**src/rtl/p_dispatch_pkg.sv**
```systemverilog
// Types and constants shared by the rename (R), dispatch (P) and issue stages.
package p_dispatch_pkg;

    localparam int DECODE_WIDTH = 2;
    localparam int ROB_DEPTH    = 64;
    localparam int CDB_PORTS    = 2;
    localparam int SRC_PER_SLOT = 2;
    localparam int ROB_ID_W     = $clog2(ROB_DEPTH);
    localparam int CTRL_W       = 16;
    localparam int ROB_RD_PORTS = DECODE_WIDTH * SRC_PER_SLOT;

    typedef logic [ROB_ID_W-1:0] rob_id_t;

    // Source operand as produced by rename
    typedef struct packed {
        logic [31:0] arf_data;
        rob_id_t     rob_id;
        logic        renamed;
    } r_src_t;

    // Source operand as handed to issue
    typedef struct packed {
        logic [31:0] data;
        rob_id_t     rob_id;
        logic        ready;
    } src_operand_t;

    typedef struct packed {
        logic                           valid;
        logic [CTRL_W-1:0]              ctrl;
        rob_id_t                        dest;
        r_src_t [SRC_PER_SLOT-1:0]      src;
    } r_slot_t;

    typedef struct packed {
        logic                           valid;
        logic [CTRL_W-1:0]              ctrl;
        rob_id_t                        dest;
        src_operand_t [SRC_PER_SLOT-1:0] src;
    } p_slot_t;

    typedef struct packed {
        r_slot_t [DECODE_WIDTH-1:0] slot;
    } r_p_pkt_t;

    typedef struct packed {
        p_slot_t [DECODE_WIDTH-1:0] slot;
    } p_i_pkt_t;

    // An unrenamed source is ready with its architectural value; a renamed one starts waiting
    function automatic src_operand_t src_from_rename(r_src_t s);
        src_operand_t o;
        o.data   = s.arf_data;
        o.rob_id = s.rob_id;
        o.ready  = ~s.renamed;
        return o;
    endfunction

endpackage

```
**src/rtl/handshake_if.sv**
```systemverilog
// Generic valid/ready handshake carrying a payload of type T.
interface handshake_if #(parameter type T = logic);
    logic valid;
    logic ready;
    T     data;

    modport sender   (output valid, output data, input ready);
    modport receiver (input valid, input data, output ready);
endinterface

```
**src/rtl/p_operand_wakeup.sv**
```systemverilog
// Combinational resolver for one source operand: CDB beats ROB, lowest CDB port wins.
module p_operand_wakeup
    import p_dispatch_pkg::*;
(
    input  src_operand_t                    cur_op,
    input  logic                            rob_valid,
    input  logic [31:0]                     rob_data,
    input  logic [CDB_PORTS-1:0]            cdb_valid,
    input  rob_id_t [CDB_PORTS-1:0]         cdb_rob_id,
    input  logic [CDB_PORTS-1:0][31:0]      cdb_data,
    output src_operand_t                    res_op
);

    logic        cdb_hit_s;
    logic [31:0] cdb_hit_data_s;

    // Scan ports from highest to lowest so the lowest matching port is the final winner
    always_comb begin
        cdb_hit_s      = 1'b0;
        cdb_hit_data_s = 32'h0000_0000;
        for (int p = CDB_PORTS - 1; p >= 0; p--) begin
            if (cdb_valid[p] && (cdb_rob_id[p] == cur_op.rob_id)) begin
                cdb_hit_s      = 1'b1;
                cdb_hit_data_s = cdb_data[p];
            end else begin
                cdb_hit_s      = cdb_hit_s;
                cdb_hit_data_s = cdb_hit_data_s;
            end
        end
    end

    // Ready operands pass untouched; a CDB hit wins because the ROB write is not yet visible
    always_comb begin
        res_op = cur_op;
        if (cur_op.ready) begin
            res_op = cur_op;
        end else if (cdb_hit_s) begin
            res_op.data  = cdb_hit_data_s;
            res_op.ready = 1'b1;
        end else if (rob_valid) begin
            res_op.data  = rob_data;
            res_op.ready = 1'b1;
        end else begin
            res_op = cur_op;
        end
    end

endmodule

```
**src/rtl/p_dispatch.sv**
```systemverilog
// Dispatch stage: resolves renamed operands, buffers bundles in a small skid FIFO
// that keeps snooping the CDB, and hands them to issue.
module p_dispatch
    import p_dispatch_pkg::*;
#(
    parameter int BUF_DEPTH = 2
)
(
    input  logic                                clk,
    input  logic                                rst_n,
    handshake_if.receiver                       r_p_receiver,
    handshake_if.sender                         p_i_sender,
    output rob_id_t [ROB_RD_PORTS-1:0]          rob_raddr_o,
    input  logic [ROB_RD_PORTS-1:0][31:0]       rob_rdata_i,
    input  logic [ROB_RD_PORTS-1:0]             rob_rvalid_i,
    input  logic [CDB_PORTS-1:0]                cdb_valid_i,
    input  rob_id_t [CDB_PORTS-1:0]             cdb_rob_id_i,
    input  logic [CDB_PORTS-1:0][31:0]          cdb_data_i,
    input  logic                                c_flush_i,
    output logic                                c_flush_ack_o
);

    localparam int PTR_W = (BUF_DEPTH > 1) ? $clog2(BUF_DEPTH) : 1;
    localparam int CNT_W = $clog2(BUF_DEPTH + 1);

    r_p_pkt_t       in_pkt_s;
    p_i_pkt_t       enq_pkt_s;
    p_i_pkt_t       buf_r      [BUF_DEPTH];
    p_i_pkt_t       woken_s    [BUF_DEPTH];
    src_operand_t   enq_cur_s  [DECODE_WIDTH][SRC_PER_SLOT];
    src_operand_t   enq_src_s  [DECODE_WIDTH][SRC_PER_SLOT];
    src_operand_t   wake_src_s [BUF_DEPTH][DECODE_WIDTH][SRC_PER_SLOT];

    logic [PTR_W-1:0] head_r;
    logic [PTR_W-1:0] tail_r;
    logic [CNT_W-1:0] count_r;
    logic             flush_ack_r;
    logic             in_ready_s;
    logic             out_valid_s;
    logic             enq_s;
    logic             deq_s;

    assign in_pkt_s = r_p_receiver.data;

    // Resolve every incoming source against ROB and CDB; ROB addresses follow the bundle regardless of valid
    for (genvar s = 0; s < DECODE_WIDTH; s++) begin : g_enq_slot
        for (genvar k = 0; k < SRC_PER_SLOT; k++) begin : g_enq_src
            assign rob_raddr_o[s*SRC_PER_SLOT+k] = in_pkt_s.slot[s].src[k].rob_id;
            assign enq_cur_s[s][k] = src_from_rename(in_pkt_s.slot[s].src[k]);
            p_operand_wakeup u_enq_resolve (
                .cur_op     (enq_cur_s[s][k]),
                .rob_valid  (rob_rvalid_i[s*SRC_PER_SLOT+k]),
                .rob_data   (rob_rdata_i[s*SRC_PER_SLOT+k]),
                .cdb_valid  (cdb_valid_i),
                .cdb_rob_id (cdb_rob_id_i),
                .cdb_data   (cdb_data_i),
                .res_op     (enq_src_s[s][k])
            );
        end
    end

    // Buffered operands only wake from the CDB; their ROB lookup happened at enqueue
    for (genvar e = 0; e < BUF_DEPTH; e++) begin : g_buf_entry
        for (genvar s = 0; s < DECODE_WIDTH; s++) begin : g_buf_slot
            for (genvar k = 0; k < SRC_PER_SLOT; k++) begin : g_buf_src
                p_operand_wakeup u_buf_wakeup (
                    .cur_op     (buf_r[e].slot[s].src[k]),
                    .rob_valid  (1'b0),
                    .rob_data   (32'h0000_0000),
                    .cdb_valid  (cdb_valid_i),
                    .cdb_rob_id (cdb_rob_id_i),
                    .cdb_data   (cdb_data_i),
                    .res_op     (wake_src_s[e][s][k])
                );
            end
        end
    end

    // Assemble the resolved incoming bundle and the woken copy of each stored entry
    always_comb begin
        enq_pkt_s = '0;
        for (int s = 0; s < DECODE_WIDTH; s++) begin
            enq_pkt_s.slot[s].valid = in_pkt_s.slot[s].valid;
            enq_pkt_s.slot[s].ctrl  = in_pkt_s.slot[s].ctrl;
            enq_pkt_s.slot[s].dest  = in_pkt_s.slot[s].dest;
            for (int k = 0; k < SRC_PER_SLOT; k++) begin
                enq_pkt_s.slot[s].src[k] = enq_src_s[s][k];
            end
        end
        for (int e = 0; e < BUF_DEPTH; e++) begin
            woken_s[e] = buf_r[e];
            for (int s = 0; s < DECODE_WIDTH; s++) begin
                for (int k = 0; k < SRC_PER_SLOT; k++) begin
                    woken_s[e].slot[s].src[k] = wake_src_s[e][s][k];
                end
            end
        end
    end

    // Ready ignores the downstream ready so a full buffer never accepts in the cycle it drains
    assign in_ready_s  = (count_r != CNT_W'(BUF_DEPTH)) && !c_flush_i;
    assign out_valid_s = (count_r != {CNT_W{1'b0}}) && !c_flush_i;
    assign enq_s       = r_p_receiver.valid && in_ready_s;
    assign deq_s       = out_valid_s && p_i_sender.ready;

    assign r_p_receiver.ready = in_ready_s;
    assign p_i_sender.valid   = out_valid_s;
    assign p_i_sender.data    = buf_r[head_r];
    assign c_flush_ack_o      = flush_ack_r;

    // Pointers and occupancy; a flush empties the buffer and blocks any transfer that edge
    always_ff @(posedge clk or negedge rst_n) begin
        if (!rst_n) begin
            head_r  <= {PTR_W{1'b0}};
            tail_r  <= {PTR_W{1'b0}};
            count_r <= {CNT_W{1'b0}};
        end else if (c_flush_i) begin
            head_r  <= {PTR_W{1'b0}};
            tail_r  <= {PTR_W{1'b0}};
            count_r <= {CNT_W{1'b0}};
        end else begin
            if (enq_s) begin
                tail_r <= tail_r + PTR_W'(1'b1);
            end else begin
                tail_r <= tail_r;
            end
            if (deq_s) begin
                head_r <= head_r + PTR_W'(1'b1);
            end else begin
                head_r <= head_r;
            end
            case ({enq_s, deq_s})
                2'b10:   count_r <= count_r + CNT_W'(1'b1);
                2'b01:   count_r <= count_r - CNT_W'(1'b1);
                default: count_r <= count_r;
            endcase
        end
    end

    // Write the new bundle at the tail; every other entry absorbs this cycle's CDB wakeups
    always_ff @(posedge clk or negedge rst_n) begin
        if (!rst_n) begin
            for (int e = 0; e < BUF_DEPTH; e++) begin
                buf_r[e] <= '0;
            end
        end else begin
            for (int e = 0; e < BUF_DEPTH; e++) begin
                if (enq_s && (tail_r == PTR_W'(e))) begin
                    buf_r[e] <= enq_pkt_s;
                end else begin
                    buf_r[e] <= woken_s[e];
                end
            end
        end
    end

    // Flush acknowledge follows the sampled flush request by one cycle
    always_ff @(posedge clk or negedge rst_n) begin
        if (!rst_n) begin
            flush_ack_r <= 1'b0;
        end else begin
            flush_ack_r <= c_flush_i;
        end
    end

endmodule

```
**src/flat_wrapper.sv**
```systemverilog
// flat-port wrapper written by rule: the top's interface ports become plain ports
module p_dispatch_flat import p_dispatch_pkg::*;
#(
    parameter int BUF_DEPTH = 2
)
  (clk, rst_n, rob_raddr_o, rob_rdata_i, rob_rvalid_i, cdb_valid_i, cdb_rob_id_i, cdb_data_i, c_flush_i, c_flush_ack_o, r_p_receiver_valid, r_p_receiver_data, r_p_receiver_ready, p_i_sender_valid, p_i_sender_data, p_i_sender_ready);
  handshake_if #(.T(r_p_pkt_t)) r_p_receiver_i ();
  handshake_if #(.T(p_i_pkt_t)) p_i_sender_i ();
  input  logic clk;
  input  logic rst_n;
  output rob_id_t [ROB_RD_PORTS-1:0] rob_raddr_o;
  input  logic [ROB_RD_PORTS-1:0][31:0] rob_rdata_i;
  input  logic [ROB_RD_PORTS-1:0] rob_rvalid_i;
  input  logic [CDB_PORTS-1:0] cdb_valid_i;
  input  rob_id_t [CDB_PORTS-1:0] cdb_rob_id_i;
  input  logic [CDB_PORTS-1:0][31:0] cdb_data_i;
  input  logic c_flush_i;
  output logic c_flush_ack_o;
  input wire logic [$bits(r_p_receiver_i.valid)-1:0] r_p_receiver_valid;
  input wire logic [$bits(r_p_receiver_i.data)-1:0] r_p_receiver_data;
  output wire logic [$bits(r_p_receiver_i.ready)-1:0] r_p_receiver_ready;
  output wire logic [$bits(p_i_sender_i.valid)-1:0] p_i_sender_valid;
  output wire logic [$bits(p_i_sender_i.data)-1:0] p_i_sender_data;
  input wire logic [$bits(p_i_sender_i.ready)-1:0] p_i_sender_ready;
  assign r_p_receiver_i.valid = r_p_receiver_valid;
  assign r_p_receiver_i.data = r_p_receiver_data;
  assign r_p_receiver_ready = r_p_receiver_i.ready;
  assign p_i_sender_valid = p_i_sender_i.valid;
  assign p_i_sender_data = p_i_sender_i.data;
  assign p_i_sender_i.ready = p_i_sender_ready;
  p_dispatch #(.BUF_DEPTH(BUF_DEPTH)) u_core (.clk(clk), .rst_n(rst_n), .r_p_receiver(r_p_receiver_i), .p_i_sender(p_i_sender_i), .rob_raddr_o(rob_raddr_o), .rob_rdata_i(rob_rdata_i), .rob_rvalid_i(rob_rvalid_i), .cdb_valid_i(cdb_valid_i), .cdb_rob_id_i(cdb_rob_id_i), .cdb_data_i(cdb_data_i), .c_flush_i(c_flush_i), .c_flush_ack_o(c_flush_ack_o));
endmodule
```
**config.mk**
```make
export PLATFORM = sky130hd
export DESIGN_NAME = p_dispatch_flat
export DESIGN_NICKNAME = d
export VERILOG_FILES = /design/src/rtl/p_dispatch_pkg.sv /design/src/rtl/handshake_if.sv /design/src/rtl/p_operand_wakeup.sv /design/src/rtl/p_dispatch.sv /design/src/flat_wrapper.sv
export SDC_FILE = /design/constraint.sdc
export NUM_CORES = 2
export LEC_CHECK = 0
export CAP_MARGIN = 10
export CORE_ASPECT_RATIO = 2
export CORE_UTILIZATION = 35
export DETAILED_ROUTE_END_ITERATION = 10
export GPL_TIMING_DRIVEN = 1
export SYNTH_ARGS = -nofsm -noshare
export SYNTH_HDL_FRONTEND = slang
export SYNTH_HIERARCHICAL = 1
export SYNTH_SLANG_ARGS = --single-unit
```
**constraint.sdc**
```tcl
create_clock -name clk -period 2.65 [get_ports clk]
set_input_delay 0.3975 -clock clk [delete_from_list [all_inputs] [get_ports clk]]
set_output_delay 0.3975 -clock clk [all_outputs]
set_load 0.005 [all_outputs]
```
# Yosys cells after proc, flatten, opt, wreduce, memory -nomap -nowiden
# Cells that the tools add are included.
totals:
  ff_bits: 409
  inputBits: 417
  output_inout_bits: 229
  wordCells: 240
classes:
  addsub: 4
  magnitude_cmp: 1
  n_eq_ne: 35
  mux: 103
  n_bitwise: 6
  reduce_logical: 51
ops:
  columns: ["op", "n"]
  rows:
  - ["32-bit two-way mux", 40]
  - ["202-bit two-way mux", 3]
  - ["39-bit two-way mux", 12]
  - ["179-bit two-way mux", 2]
  - ["6-bit == test", 24]
  - ["1-bit two-way mux", 44]
  - ["1-bit logical AND", 30]
  - ["2-bit nonzero test", 11]
  - ["2-bit inequality test (second input constant)", 9]
  - ["2-bit AND reduction", 8]
  - ["1-bit inverter", 5]
  - ["2-bit case mux with 2 select lines", 1]
  - ["3-bit nonzero test", 1]
  - ["1-bit adder (second input constant)", 2]
  - ["2-bit by 1-bit adder with 2-bit output (second input constant)", 1]
  - ["2-bit by 1-bit == test with 1-bit output (second input constant)", 1]
  - ["2-bit == test (second input constant)", 1]
  - ["2-bit greater-or-equal comparator (second input constant)", 1]
  - ["2-bit two-way mux", 1]
  - ["1-bit inverter with 2-bit output", 1]
  - ["2-bit by 1-bit subtractor with 2-bit output (second input constant)", 1]
  - ["1-bit zero test", 1]

# Logic depth before layout (Yosys ltp)
logic_depth:
  ltp_word: 7
  mapped_depth: 8
  depth_no_buf: 6

# Hierarchy
# The synthesis kept the hierarchy.
by_module_without_submodules:
  columns: ["module", "n_inst", "cells_each", "area_per_inst_um2", "seq_area_each_um2"]
  rows:
  - ["p_dispatch", 1, 1134, 17847.1, 10234.8]
  - ["p_operand_wakeup", 12, 174, 1233.7, 0.0]

# Least setup slack after synthesis
# Ideal clock, no wire load.
synth_timing:
  kind: "register to register"
  from: "reg u_core/buf_r[104] (netlist name)"
  to: "reg u_core/buf_r[108] (netlist name)"
  setup_time_ns: 0.125
  t_arrival_ns: 1.756
  required_time_ns: 2.525
  path_slack_ns: 0.769
  path_stages_with_launch: 8
  cell_sequence: "dfrtp_1 xor2_1 nor4_4 buf_6 o21a_1 buf_2 a222oi_1 mux2_2"
synth_rtl:
  columns: ["element", "line_no", "source"]
  rows:
  - ["from (decl)", "p_dispatch.sv:28", "p_i_pkt_t buf_r [BUF_DEPTH];"]
  - ["from (signal, indexed assignment)", "p_dispatch.sv:149", "buf_r[e] <= enq_pkt_s;"]
  - ["from (signal, indexed assignment)", "p_dispatch.sv:151", "buf_r[e] <= woken_s[e];"]

# Worst setup path in the final report
layout_timing:
  from: "reg u_core.head_r"
  to: "out p_i_sender_data[67]"
layout_via:
  elab_chain_len: 4
layout_rtl:
  columns: ["element", "line_no", "source"]
  rows:
  - ["from (decl)", "p_dispatch.sv:34", "logic [PTR_W-1:0] head_r;"]
  - ["from (signal assigned)", "p_dispatch.sv:114", "head_r <= {PTR_W{1'b0}};"]
  - ["from (signal assigned)", "p_dispatch.sv:118", "head_r <= {PTR_W{1'b0}};"]
  - ["from (signal assigned)", "p_dispatch.sv:128", "head_r <= head_r + PTR_W'(1'b1);"]
  - ["1-bit inverter with 2-bit output (implied by the code)", "p_dispatch.sv:108", "assign p_i_sender.data = buf_r[head_r];"]
  - ["202-bit two-way mux (implied by the code) (3 in a row)", "p_dispatch.sv:108", null]
  - ["to (decl)", "flat_wrapper.sv:23", "output wire logic [$bits(p_i_sender_i.data)-1:0] p_i_sender_data;"]
# No other way between the ends. The select of a mux whose other input is x is not followed.

==> results.toml <==
[floorplanning]
core-area_mm2 = 0.09252
die-area_mm2 = 0.09459
die_w_um = 218.0
num_rows = 158
start_util = 0.3529
io_pins = 646
die_h_um = 433.9

[detailed_routing]
vias_per_cell = 5.414
vias = 29820
drt-initial-drc-count = 3324
finalWirelength_um = 144000
drtPass1Iterations = 11
remaining_drc_errors = 1
wire_per_inst_um = 26.13
detail-route-antenna-nets = 0

[clocking]
h-tree-depth = 2
cts.clk_slew.worst_paths_ps = 60
clkLatencyLatePin_ps = 620
root_buffer = "clkbuf_16"
clock_sinks = 409
clockBufferDepth = 3
cts_tree = "built"
cts_buffers = 44

[finish]
fin_util = 0.4957
multiInputGateArea_mm2 = 0.01866
num-nets-final = 4693
seqCellArea_mm2 = 0.01024
synthToLayoutAreaGrowth_pct = 40.45
antenna_cells = 0
nFillCells = 8685
drive_gt1_frac = 0.2648

[placed_design]
numPortBuffers = 645
dpl.hpwl_um = 103600
pre_cts_slack_ps = -633.8
place.gp.congestion = 0.8898

[worst_setup_path]
r2r_start = "u_core/buf_r[246]"
rr_worst_depth = 7
r2r_slack_ps = 290
cp-end-kind = "output pin"
worst_setup_path_start_kind = "flop"
crit_fanout = 9
reg2reg_to = "u_core/buf_r[256]"
crit_required_ps = 2250
path_class = "reg -> out"
cp.arrival_ps = 2400

[flow_run]
cap_violations = 0

[pwr]
p_leak_nw = 19.60
worst_ir_drop_vdd_mv = 0.5904
pwr_density_cell_mw_per_mm2 = 580.2

[timing]
final.setup.tns_ps = -2905
min_period_over_period = 1.054
post-route-min-period_ps = 2794
relSlewSlack = -2.181
hold_slack_ps = 367.5
drv_slew = 248
worstMarginPinSlew_ps = 4760
clock.fmax_mhz = 358.0
setup_violations = 34
finClkSkew_ps = 34.12
rsz0062_at_grt = "true"
hold_violations = 0
setup_ws_ps = -143.5

[grt]
antenna_found_initial = 13
grt_use_total = 0.2962
grt-ovfl-total = 0
grt-busiest-layer = "met2"
grt_util_met3 = 0.06499
gr-usage-met2 = 0.5084
grt_max_degree = 87
grtUsageMet1 = 0.3376
grt_pass1_vias = 30860
grt_first_pass_wirelength_um = 206100

[logic_synthesis]
yosysUniqueCellTypes = 36
synth_area_leader_cell = "dfrtp_1"
synth-seq-cells = 409
yosys.area.top_type_share = 0.3135
avgSynthCellArea_um2 = 10.13
ys_warn_count = 6
synthTopCellsByArea = "dfrtp_1 (31%), mux2_2 (21%), a222oi_1 (11%)"
synthCells = 3222
syn_area_mm2 = 0.03265
yosysSeqAreaShare = 0.3135

[min_path]
hold_path_class = "in -> async"

[status]
status = "complete, but fails checks"
violations = "design-rule violations, max-slew violations, negative setup slack"
-- where the power goes --
part | switching, mW | total, mW | internal (mW)
combinational | 4.40 | 10.5 | 6.13
sequential | 1.14 | 9.17 | 8.03
clock | 2.92 | 6.90 | 3.98
total | 8.47 | 26.6 | 18.1
-- cells by family after synthesis --
group,count (synthesis),share of synthesized area
XOR/XNOR,145,0.03889
flip-flops,409,0.3135
AND/OR/NAND/NOR,131,0.03223
buffers and inverters,1105,0.1619
multiplexers,966,0.3194
AO/OA/AOI/OAI,465,0.1340
other,1,0.0001148
-- repair_timing --
action                     CTS  global route
hold buffers                 1             0
setup buffers               13            13
hold endpoints to repair    45             0
setup endpoints to repair  180            88
pin swaps                    0             1
cloned                       5             4
resized for setup          207           111
-- worst max path at each step --
stage	from	end	cells after the start
floorplan	u_core/buf_r[104]	u_core/buf_r[108]	7
global placement	cdb_rob_id_i[3]	u_core/buf_r[353]	11
detailed placement	cdb_rob_id_i[9]	u_core/buf_r[353]	10
CTS	u_core/head_r	p_i_sender_data[45]	4
global route	u_core/head_r	p_i_sender_data[67]	5
finish	u_core/head_r	p_i_sender_data[67]	5
-- synthesized netlist by cell type --
cell and number:
nand3b_1 1, nand4b_1 1, mux2_1 11, a222oi_1 360, mux2i_1 360, or4_1 12, nor4b_2 12, clkbuf_1 7
a22oi_1 25, xor2_1 37, nand4_1 24, dfrtp_1 409, conb_1 1, buf_6 42, nor2_1 17, xnor2_1 108
nor3_1 24, or3_1 1, a21o_1 1, nor4_4 13, a311o_1 24, inv_1 785, a21oi_1 27, nand2b_1 1
buf_2 148, buf_1 1, o21a_1 12, mux2_2 595, and2b_1 1, buf_4 98, buf_8 24, or2_2 12
nand3_1 12, o211ai_1 1, o31ai_1 12, o21ai_0 3
-- metrics by stage --
stage / area, um^2 / power [mW] / cells
6_report: 45860 / 26.61 / 5509
5_1_grt: 45860 / 27.95 / 5509
4_1_cts: 45520 / 26.66 / 5493
3_5_place_dp: 43700 / 19.86 / 5395
3_3_place_gp: 43700 / 19.66 / 5395
2_1_floorplan: 33760 / 14.96 / 3517
-- layer usage --
| metal | up-vias | routed length, um |
|---|---|---|
| met3 | 391 | 12060 |
| met4 | 24 | 8620 |
| met1 | 14620 | 53510 |
| met5 | - | 152 |
| met2 | 1507 | 69600 |
| li1 | 13290 | - |
-- cell usage in the layout (no fill, tap or decap), drive strengths merged, types with 13 or more instances in the layout --
cell type / Yosys / layout
a21oi: 27 / 27
a222oi: 360 / 360
a22oi: 25 / 25
a311o: 24 / 24
buf: 313 / 389
clkbuf: 7 / 81
clkdlybuf4s50: 0 / 455
conb: 1 / 296
dfrtp: 409 / 409
dlygate4sd2: 0 / 109
dlymetal6s2s: 0 / 50
inv: 785 / 786
mux2: 606 / 606
mux2i: 360 / 360
nand4: 24 / 24
nor2: 17 / 17
nor3: 24 / 24
nor4: 13 / 13
xnor2: 108 / 108
xor2: 37 / 37
-- area by class of cell --
class / count / share of cell area
multi-input combinational: 2003 / 0.4069
timing repair buffer: 1033 / 0.2393
sequential: 409 / 0.2233
inverter: 785 / 0.06425
tap: 1200 / 0.03274
clock buffer: 63 / 0.02818
clock inverter: 16 / 0.005402
-- state kept, by name, summed over array words and instances (netlist names) --
name / cells
u_core/c_flush_ack_o: 1
u_core/head_r: 1
u_core/count_r: 2
u_core/buf_r: 404
u_core/tail_r: 1
-- critical path, cell delays in order (launching register included) --
cell and delay, ps:
dfrtp_4 420, buf_12 150, buf_16 180, buf_8 170
mux2_2 390, clkdlybuf4s50_1 460
Power figures use the tool's default switching activity.
